File: src/rtl/axis_spi_slave_if.sv
// Word-stream handshake bundle for axis_spi_slave: TX words in, RX words out.
interface axis_spi_slave_if #(
    parameter int unsigned DATA_WIDTH = 32
);
    logic [DATA_WIDTH-1:0] axis_wdata;
    logic                  axis_wvalid;
    logic                  axis_wready;
    logic [DATA_WIDTH-1:0] axis_rdata;
    logic                  axis_rvalid;
    logic                  axis_rready;

    modport master (
        output axis_wdata, axis_wvalid, axis_rready,
        input  axis_wready, axis_rdata, axis_rvalid
    );

    modport slave (
        input  axis_wdata, axis_wvalid, axis_rready,
        output axis_wready, axis_rdata, axis_rvalid
    );
endinterface

File: src/rtl/axis_spi_slave.sv
// Oversampled SPI responder: MOSI words to an RX stream, TX stream words back on MISO.
// Optional end-of-frame interrupt enabled by defining SPI_SLAVE_IRQ_EN.
module axis_spi_slave #(
    parameter int unsigned           DATA_WIDTH  = 32,
    parameter bit                    SCK_LO      = 1'b1,
    parameter int unsigned           SYNC_STAGES = 2,
    parameter logic [DATA_WIDTH-1:0] TX_DEFAULT  = '0
) (
    input  logic               axis_clk,
    input  logic               axis_resetn,
    axis_spi_slave_if.slave    axis,
    input  logic               spi_sclk,
    input  logic               spi_sen,
    input  logic               spi_mosi,
    output logic               spi_miso,
    output logic               spi_miso_oe,
    output logic               rx_overflow,
    output logic               tx_underrun,
    output logic               frame_error,
    output logic               spi_interrupt_valid,
    input  logic               spi_interrupt_ready
);

    localparam int unsigned CW = (DATA_WIDTH > 1) ? $clog2(DATA_WIDTH) : 1;
    localparam logic [CW-1:0] LAST_BIT = CW'(DATA_WIDTH - 1);

    localparam logic [1:0] ST_WAIT_IDLE = 2'd0;
    localparam logic [1:0] ST_IDLE      = 2'd1;
    localparam logic [1:0] ST_SHIFT     = 2'd2;

    // SEN resets to "selected" so a reset inside a frame waits for the frame to end.
    logic [SYNC_STAGES-1:0] sclk_sync_q, sen_sync_q, mosi_sync_q;
    logic                   sclk_hist_q, sen_hist_q;

    always_ff @(posedge axis_clk or negedge axis_resetn) begin
        if (!axis_resetn) begin
            sclk_sync_q <= '0;
            sen_sync_q  <= '0;
            mosi_sync_q <= '0;
            sclk_hist_q <= 1'b0;
            sen_hist_q  <= 1'b0;
        end else begin
            sclk_sync_q <= {sclk_sync_q[SYNC_STAGES-2:0], spi_sclk};
            sen_sync_q  <= {sen_sync_q[SYNC_STAGES-2:0], spi_sen};
            mosi_sync_q <= {mosi_sync_q[SYNC_STAGES-2:0], spi_mosi};
            sclk_hist_q <= sclk_sync_q[SYNC_STAGES-1];
            sen_hist_q  <= sen_sync_q[SYNC_STAGES-1];
        end
    end

    logic sclk_s, sen_s, mosi_s;
    logic sclk_rise, sclk_fall, sen_rise, sen_fall;
    logic sample_edge, launch_edge;

    assign sclk_s      = sclk_sync_q[SYNC_STAGES-1];
    assign sen_s       = sen_sync_q[SYNC_STAGES-1];
    assign mosi_s      = mosi_sync_q[SYNC_STAGES-1];
    assign sclk_rise   = sclk_s & ~sclk_hist_q;
    assign sclk_fall   = ~sclk_s & sclk_hist_q;
    assign sen_rise    = sen_s & ~sen_hist_q;
    assign sen_fall    = ~sen_s & sen_hist_q;
    assign sample_edge = SCK_LO ? sclk_rise : sclk_fall;
    assign launch_edge = SCK_LO ? sclk_fall : sclk_rise;

    logic [1:0]            state_q, state_d;
    logic [DATA_WIDTH-1:0] shift_rx_q, shift_rx_d;
    logic [DATA_WIDTH-1:0] shift_tx_q, shift_tx_d;
    logic [CW-1:0]         bit_cnt_q, bit_cnt_d;
    logic                  sampled_q, sampled_d;
    logic                  done_q, done_d;
    logic                  udr_pend_q, udr_pend_d;
    logic [DATA_WIDTH-1:0] hold_q, hold_d;
    logic                  hold_full_q, hold_full_d;
    logic [DATA_WIDTH-1:0] rdata_q, rdata_d;
    logic                  rvalid_q, rvalid_d;
    logic                  miso_q, miso_d;
    logic                  oe_q, oe_d;
    logic                  ovf_q, ovf_d;
    logic                  udr_q, udr_d;
    logic                  ferr_q, ferr_d;
    logic                  tx_load, tx_take, hold_load, rx_accept;

    always_comb begin
        state_d    = state_q;
        shift_rx_d = shift_rx_q;
        shift_tx_d = shift_tx_q;
        bit_cnt_d  = bit_cnt_q;
        sampled_d  = sampled_q;
        udr_pend_d = udr_pend_q;
        done_d     = 1'b0;
        udr_d      = 1'b0;
        ferr_d     = 1'b0;
        tx_load    = 1'b0;

        case (state_q)
            ST_WAIT_IDLE: begin
                if (sen_s) state_d = ST_IDLE;
            end
            ST_IDLE: begin
                if (sen_fall) begin
                    state_d    = ST_SHIFT;
                    tx_load    = 1'b1;
                    bit_cnt_d  = '0;
                    sampled_d  = 1'b0;
                    udr_pend_d = 1'b0;
                    udr_d      = ~hold_full_q;
                end
            end
            ST_SHIFT: begin
                if (sen_rise) begin
                    state_d    = ST_IDLE;
                    ferr_d     = (bit_cnt_q != '0);
                    sampled_d  = 1'b0;
                    udr_pend_d = 1'b0;
                end else if (sample_edge) begin
                    shift_rx_d = {shift_rx_q[DATA_WIDTH-2:0], mosi_s};
                    sampled_d  = 1'b1;
                    // Underrun of a back-to-back word is flagged only once that word really starts,
                    // so the trailing launch edge of the last word in a frame never reports one.
                    udr_d      = udr_pend_q;
                    udr_pend_d = 1'b0;
                    if (bit_cnt_q == LAST_BIT) begin
                        bit_cnt_d = '0;
                        done_d    = 1'b1;
                    end else begin
                        bit_cnt_d = bit_cnt_q + CW'(1);
                    end
                end else if (launch_edge && sampled_q) begin
                    if (bit_cnt_q == '0) begin
                        tx_load    = 1'b1;
                        sampled_d  = 1'b0;
                        udr_pend_d = ~hold_full_q;
                    end else begin
                        shift_tx_d = {shift_tx_q[DATA_WIDTH-2:0], 1'b0};
                    end
                end
            end
            default: state_d = ST_WAIT_IDLE;
        endcase

        if (tx_load) shift_tx_d = hold_full_q ? hold_q : TX_DEFAULT;
    end

    assign tx_take   = tx_load & hold_full_q;
    assign hold_load = axis.axis_wvalid & ~hold_full_q;
    assign rx_accept = rvalid_q & axis.axis_rready;

    always_comb begin
        hold_full_d = hold_load | (hold_full_q & ~tx_take);
        hold_d      = hold_load ? axis.axis_wdata : hold_q;
        rdata_d     = rdata_q;
        rvalid_d    = rvalid_q & ~rx_accept;
        ovf_d       = 1'b0;
        if (done_q) begin
            if (!rvalid_q || rx_accept) begin
                rdata_d  = shift_rx_q;
                rvalid_d = 1'b1;
            end else begin
                ovf_d = 1'b1;
            end
        end
        miso_d = (state_q == ST_SHIFT) ? shift_tx_q[DATA_WIDTH-1] : 1'b0;
        oe_d   = (state_q == ST_SHIFT);
    end

    always_ff @(posedge axis_clk or negedge axis_resetn) begin
        if (!axis_resetn) begin
            state_q     <= ST_WAIT_IDLE;
            shift_rx_q  <= '0;
            shift_tx_q  <= '0;
            bit_cnt_q   <= '0;
            sampled_q   <= 1'b0;
            done_q      <= 1'b0;
            udr_pend_q  <= 1'b0;
            hold_q      <= '0;
            hold_full_q <= 1'b0;
            rdata_q     <= '0;
            rvalid_q    <= 1'b0;
            miso_q      <= 1'b0;
            oe_q        <= 1'b0;
            ovf_q       <= 1'b0;
            udr_q       <= 1'b0;
            ferr_q      <= 1'b0;
        end else begin
            state_q     <= state_d;
            shift_rx_q  <= shift_rx_d;
            shift_tx_q  <= shift_tx_d;
            bit_cnt_q   <= bit_cnt_d;
            sampled_q   <= sampled_d;
            done_q      <= done_d;
            udr_pend_q  <= udr_pend_d;
            hold_q      <= hold_d;
            hold_full_q <= hold_full_d;
            rdata_q     <= rdata_d;
            rvalid_q    <= rvalid_d;
            miso_q      <= miso_d;
            oe_q        <= oe_d;
            ovf_q       <= ovf_d;
            udr_q       <= udr_d;
            ferr_q      <= ferr_d;
        end
    end

    assign axis.axis_wready = ~hold_full_q;
    assign axis.axis_rdata  = rdata_q;
    assign axis.axis_rvalid = rvalid_q;
    assign spi_miso         = miso_q;
    assign spi_miso_oe      = oe_q;
    assign rx_overflow      = ovf_q;
    assign tx_underrun      = udr_q;
    assign frame_error      = ferr_q;

`ifdef SPI_SLAVE_IRQ_EN
    logic irq_q;

    always_ff @(posedge axis_clk or negedge axis_resetn) begin
        if (!axis_resetn) begin
            irq_q <= 1'b0;
        end else if (state_q == ST_SHIFT && sen_rise) begin
            irq_q <= 1'b1;
        end else if (irq_q && spi_interrupt_ready) begin
            irq_q <= 1'b0;
        end
    end

    assign spi_interrupt_valid = irq_q;
`else
    logic unused_irq_ready;

    assign unused_irq_ready    = spi_interrupt_ready;
    assign spi_interrupt_valid = 1'b0;
`endif

endmodule

File: src/flat_wrapper.sv
// flat-port wrapper written by rule: the top's interface ports become plain ports
module axis_spi_slave_flat 
#(
    parameter int unsigned           DATA_WIDTH  = 32,
    parameter bit                    SCK_LO      = 1'b1,
    parameter int unsigned           SYNC_STAGES = 2,
    parameter logic [DATA_WIDTH-1:0] TX_DEFAULT  = '0
)
  (axis_clk, axis_resetn, spi_sclk, spi_sen, spi_mosi, spi_miso, spi_miso_oe, rx_overflow, tx_underrun, frame_error, spi_interrupt_valid, spi_interrupt_ready, axis_axis_wdata, axis_axis_wvalid, axis_axis_rready, axis_axis_wready, axis_axis_rdata, axis_axis_rvalid);
  axis_spi_slave_if #(.DATA_WIDTH(DATA_WIDTH)) axis_i ();
  input  logic axis_clk;
  input  logic axis_resetn;
  input  logic spi_sclk;
  input  logic spi_sen;
  input  logic spi_mosi;
  output logic spi_miso;
  output logic spi_miso_oe;
  output logic rx_overflow;
  output logic tx_underrun;
  output logic frame_error;
  output logic spi_interrupt_valid;
  input  logic spi_interrupt_ready;
  input wire logic [$bits(axis_i.axis_wdata)-1:0] axis_axis_wdata;
  input wire logic [$bits(axis_i.axis_wvalid)-1:0] axis_axis_wvalid;
  input wire logic [$bits(axis_i.axis_rready)-1:0] axis_axis_rready;
  output wire logic [$bits(axis_i.axis_wready)-1:0] axis_axis_wready;
  output wire logic [$bits(axis_i.axis_rdata)-1:0] axis_axis_rdata;
  output wire logic [$bits(axis_i.axis_rvalid)-1:0] axis_axis_rvalid;
  assign axis_i.axis_wdata = axis_axis_wdata;
  assign axis_i.axis_wvalid = axis_axis_wvalid;
  assign axis_i.axis_rready = axis_axis_rready;
  assign axis_axis_wready = axis_i.axis_wready;
  assign axis_axis_rdata = axis_i.axis_rdata;
  assign axis_axis_rvalid = axis_i.axis_rvalid;
  axis_spi_slave #(.DATA_WIDTH(DATA_WIDTH), .SCK_LO(SCK_LO), .SYNC_STAGES(SYNC_STAGES), .TX_DEFAULT(TX_DEFAULT)) u_core (.axis_clk(axis_clk), .axis_resetn(axis_resetn), .axis(axis_i), .spi_sclk(spi_sclk), .spi_sen(spi_sen), .spi_mosi(spi_mosi), .spi_miso(spi_miso), .spi_miso_oe(spi_miso_oe), .rx_overflow(rx_overflow), .tx_underrun(tx_underrun), .frame_error(frame_error), .spi_interrupt_valid(spi_interrupt_valid), .spi_interrupt_ready(spi_interrupt_ready));
endmodule
File: config.mk
export PLATFORM = sky130hd
export DESIGN_NAME = axis_spi_slave_flat
export DESIGN_NICKNAME = d
export VERILOG_FILES = /design/src/rtl/axis_spi_slave_if.sv /design/src/rtl/axis_spi_slave.sv /design/src/flat_wrapper.sv
export SDC_FILE = /design/constraint.sdc
export NUM_CORES = 1
export LEC_CHECK = 0
export BUFFER_PORTS_ARGS = -buffer_cell sky130_fd_sc_hd__buf_4
export CORE_UTILIZATION = 40
export CTS_CLUSTER_SIZE = 16
export DETAILED_ROUTE_END_ITERATION = 8
export PLACE_DENSITY_LB_ADDON = 0.08
export SETUP_SLACK_MARGIN = 0.1
export SYNTH_ARGS = -nofsm -noshare
export SYNTH_HDL_FRONTEND = slang
export SYNTH_SLANG_ARGS = --single-unit
File: constraint.sdc
create_clock -name axis_clk -period 6 [get_ports axis_clk]
set_clock_uncertainty 0.1 [all_clocks]
set_input_delay 0.9 -clock axis_clk [delete_from_list [all_inputs] [get_ports axis_clk]]
set_output_delay 0.9 -clock axis_clk [all_outputs]
set_load 0.02 [all_outputs]
==> flow_summary.yaml <==
yosys:
  yosysWarnings: 0
  syn_area_per_cell_um2: 12.9
  synthCells: 499
  ys_seq_area_share_pct: 59.6
  async_reset_ff_share_pct: 100
  syn-cell-area_um2: 6420
  synth_edf_count: 0
  syn_nets: 546
  ys.flop_type: "dfrtp_1"
  synth.distinct_cells: 44
  synth-seq-cells: 153
grt:
  use_met1_pct: 22.0
  grt_pass1_wl_um: 21200
  gr-total-overflow: 0
  grt_max_degree: 118
  grt_util_all_layers_pct: 16.6
  met2_usage_pct: 25.3
  antenna_found_initial: 0
  grt_use_met3_pct: 5.16
  grt_pass1_vias: 4181
  grt_busiest_layer: "met2"
cts:
  cts_buffers: 17
  h-tree-depth: 4
  holdBufCountCts: 0
  cts_tree: "done"
  cts-root-buf: "clkbuf_16"
  cts-resized-gates: 0
  post_cts_buffers: 0
  path_clk_slew_ns: 0.06
  cts_buffer_depth: 2
  insertion_delay_ns: 0.41
  cts_sinks: 153
timing:
  max_freq_mhz: 265
  finalCritPeriodShare_pct: 62.8
  worst_pin_slew_ns: 1.08
  setup_ws_ns: 2.23
  hold_viol: 0
  setup_violations: 0
  setup-tns-final_ns: 0
  period_needed_ns: 3.77
  max_slew_margin_pct: 28.1
  rsz0062_at_grt: "false"
  slew_viol_final: 0
  holdWs_ns: 0.253
finish:
  design_area_um2: 7730
  n_fill_cell: 1404
  regArea_um2: 3830
  final_nets: 612
  post-route-util_pct: 50.1
  drive_gt1_share_pct: 38.5
  diodes: 0
  stdcell_count: 787
  final_cell_mix: "dfrtp_1, mux2_2, buf_4, o21ai_0, nor3_1"
  multi_input_area_um2: 2350
  syn_to_final_growth_pct: 20.4
  final_common_cell: "dfrtp_1"
power:
  p_leak_nw: 3.59
  ir_worst_vdd_uv: 244
  pwr_density_cell_nw_per_um2: 429
  power_mw: 3.31
setup_path:
  cp_max_fo: 33
  crit_top_cell: "buf_4"
  r2r_cells: 9
  critPathTopFamily: "buffers and inverters"
  setup.worst_path.class: "reg -> reg"
  cp.required_ns: 6.19
  crit_path_start_kind: "register"
  max_stage_delay_ns: 0.75
  crit_path_end_kind: "register"
  worst_path_max_delay_cell: "or2_0"
  cp.buffers_inverters: 5
  path_cells: "inv_1 > ha_1 > buf_4 > inv_1 > a211oi_4 > buf_4 > or2_0 > buf_4 > a31oi_1"
  path_depth: 9
  crit_arrival_ns: 3.95
worst_hold_path:
  hp-class: "reg -> reg"
  min_path_cells: 0
routing:
  vias_per_cell: 5.32
  drt-total-wl_um: 12600
  drtIter0Drc: 274
  wl_per_cell_um: 16.0
  routed-via-count: 4183
  drc: 0
  firstDrtPassIters: 4
  antenna_left: 0
floorplan:
  start_util_pct: 41.6
  rows: 45
  die-area_um2: 16600
  fp.coreArea_um2: 15400
  die_y_um: 129
  io_pins: 80
  die_w_um: 129
placed_design:
  dpl_cell_area_um2: 7150
  io_buffers: 77
  dp_slack_ns: 2.23
  dpl.cell_count: 757
  dp_hpwl_um: 7770
  gp_congestion: 0.750
flow_run:
  cap_violations: 0
outcome:
  status: "finished, final reports clean"
[cells in the mapped netlist, types with 2 or more instances]
library cell    n  share of area (%)
nand4_1        31                3.0
nand2_1         7               0.41
dfrtp_1       153                 60
clkbuf_1       21                1.2
buf_4           6               0.70
nor3_1         33                2.6
buf_1           3               0.18
ha_1            7                1.4
buf_2           5               0.39
nand3_1         3               0.23
a31oi_1        32                3.1
mux2i_1         3               0.47
inv_1          13               0.76
nand3b_1        2               0.23
nand2b_1        3               0.29
o21ai_0        35                2.7
mux2_2         99                 17
nor2_1          9               0.53
a211oi_1        2               0.23
buf_6           5               0.88
nor2b_1         4               0.39
[registers in the layout, indices dropped and copies added, names as in the netlist]
| signal | cells |
|---|---|
| u_core.sen_hist_q | 1 |
| u_core.tx_underrun | 1 |
| u_core.done_q | 1 |
| u_core.mosi_sync_q | 2 |
| u_core.spi_miso_oe | 1 |
| u_core.sclk_sync_q | 2 |
| u_core.shift_tx_q | 32 |
| u_core.state_q | 2 |
| u_core.axis.axis_rvalid | 1 |
| u_core.shift_rx_q | 32 |
| u_core.hold_q | 32 |
| u_core.sampled_q | 1 |
| u_core.spi_miso | 1 |
| u_core.sclk_hist_q | 1 |
| u_core.sen_sync_q | 2 |
| u_core.rx_overflow | 1 |
| u_core.hold_full_q | 1 |
| u_core.frame_error | 1 |
| u_core.bit_cnt_q | 5 |
| u_core.axis.axis_rdata | 32 |
| u_core.udr_pend_q | 1 |
[where the power goes]
group          internal, mW  leakage [nW]  total (mW)  switching, mW
registers              1.29          1.96        1.44          0.150
clock network         0.670         0.286        1.06          0.395
logic                 0.348          1.34       0.810          0.462
[cells by family after synthesis]
family,count (synthesis),share of synthesized area (%)
AOI/OAI and AO/OA,82,8.17
DFF,153,59.6
muxes,102,17.8
and+or+nand+nor,101,8.81
other,1,0.0584
buffers and inverters,53,4.13
adders and majority gates,7,1.36
[path summary, 6_finish.rpt]
check | startpoint | end | slack, ns
setup / recovery | u_core.state_q[0] | u_core.shift_tx_q[24] | 2.23
hold / removal | u_core.sen_sync_q[0] | u_core.sen_sync_q[1] | 0.25
setup reg to reg | u_core.state_q[0] | u_core.shift_tx_q[24] | 2.23
hold reg to reg | u_core.sen_sync_q[0] | u_core.sen_sync_q[1] | 0.25
max in group asynchronous | axis_resetn | u_core.sen_hist_q | 4.11
min in group asynchronous | axis_resetn | u_core.shift_rx_q[21] | 0.53
[layout make-up]
type | instances | share of cell area [%]
sequential | 153 | 49.5
multi-input combinational | 293 | 30.4
timing repair buffer | 87 | 8.50
clock buffer | 22 | 6.00
tap | 211 | 3.41
clock inverter | 8 | 1.57
inverter | 13 | 0.631
[metal layers]
layer / wire length, um / up-vias
met3: 621 / 16
met5: 0 / -
met4: 218 / 0
met1: 5800 / 2107
met2: 5960 / 103
li1: - / 1957
Power figures use the tool's default switching activity.
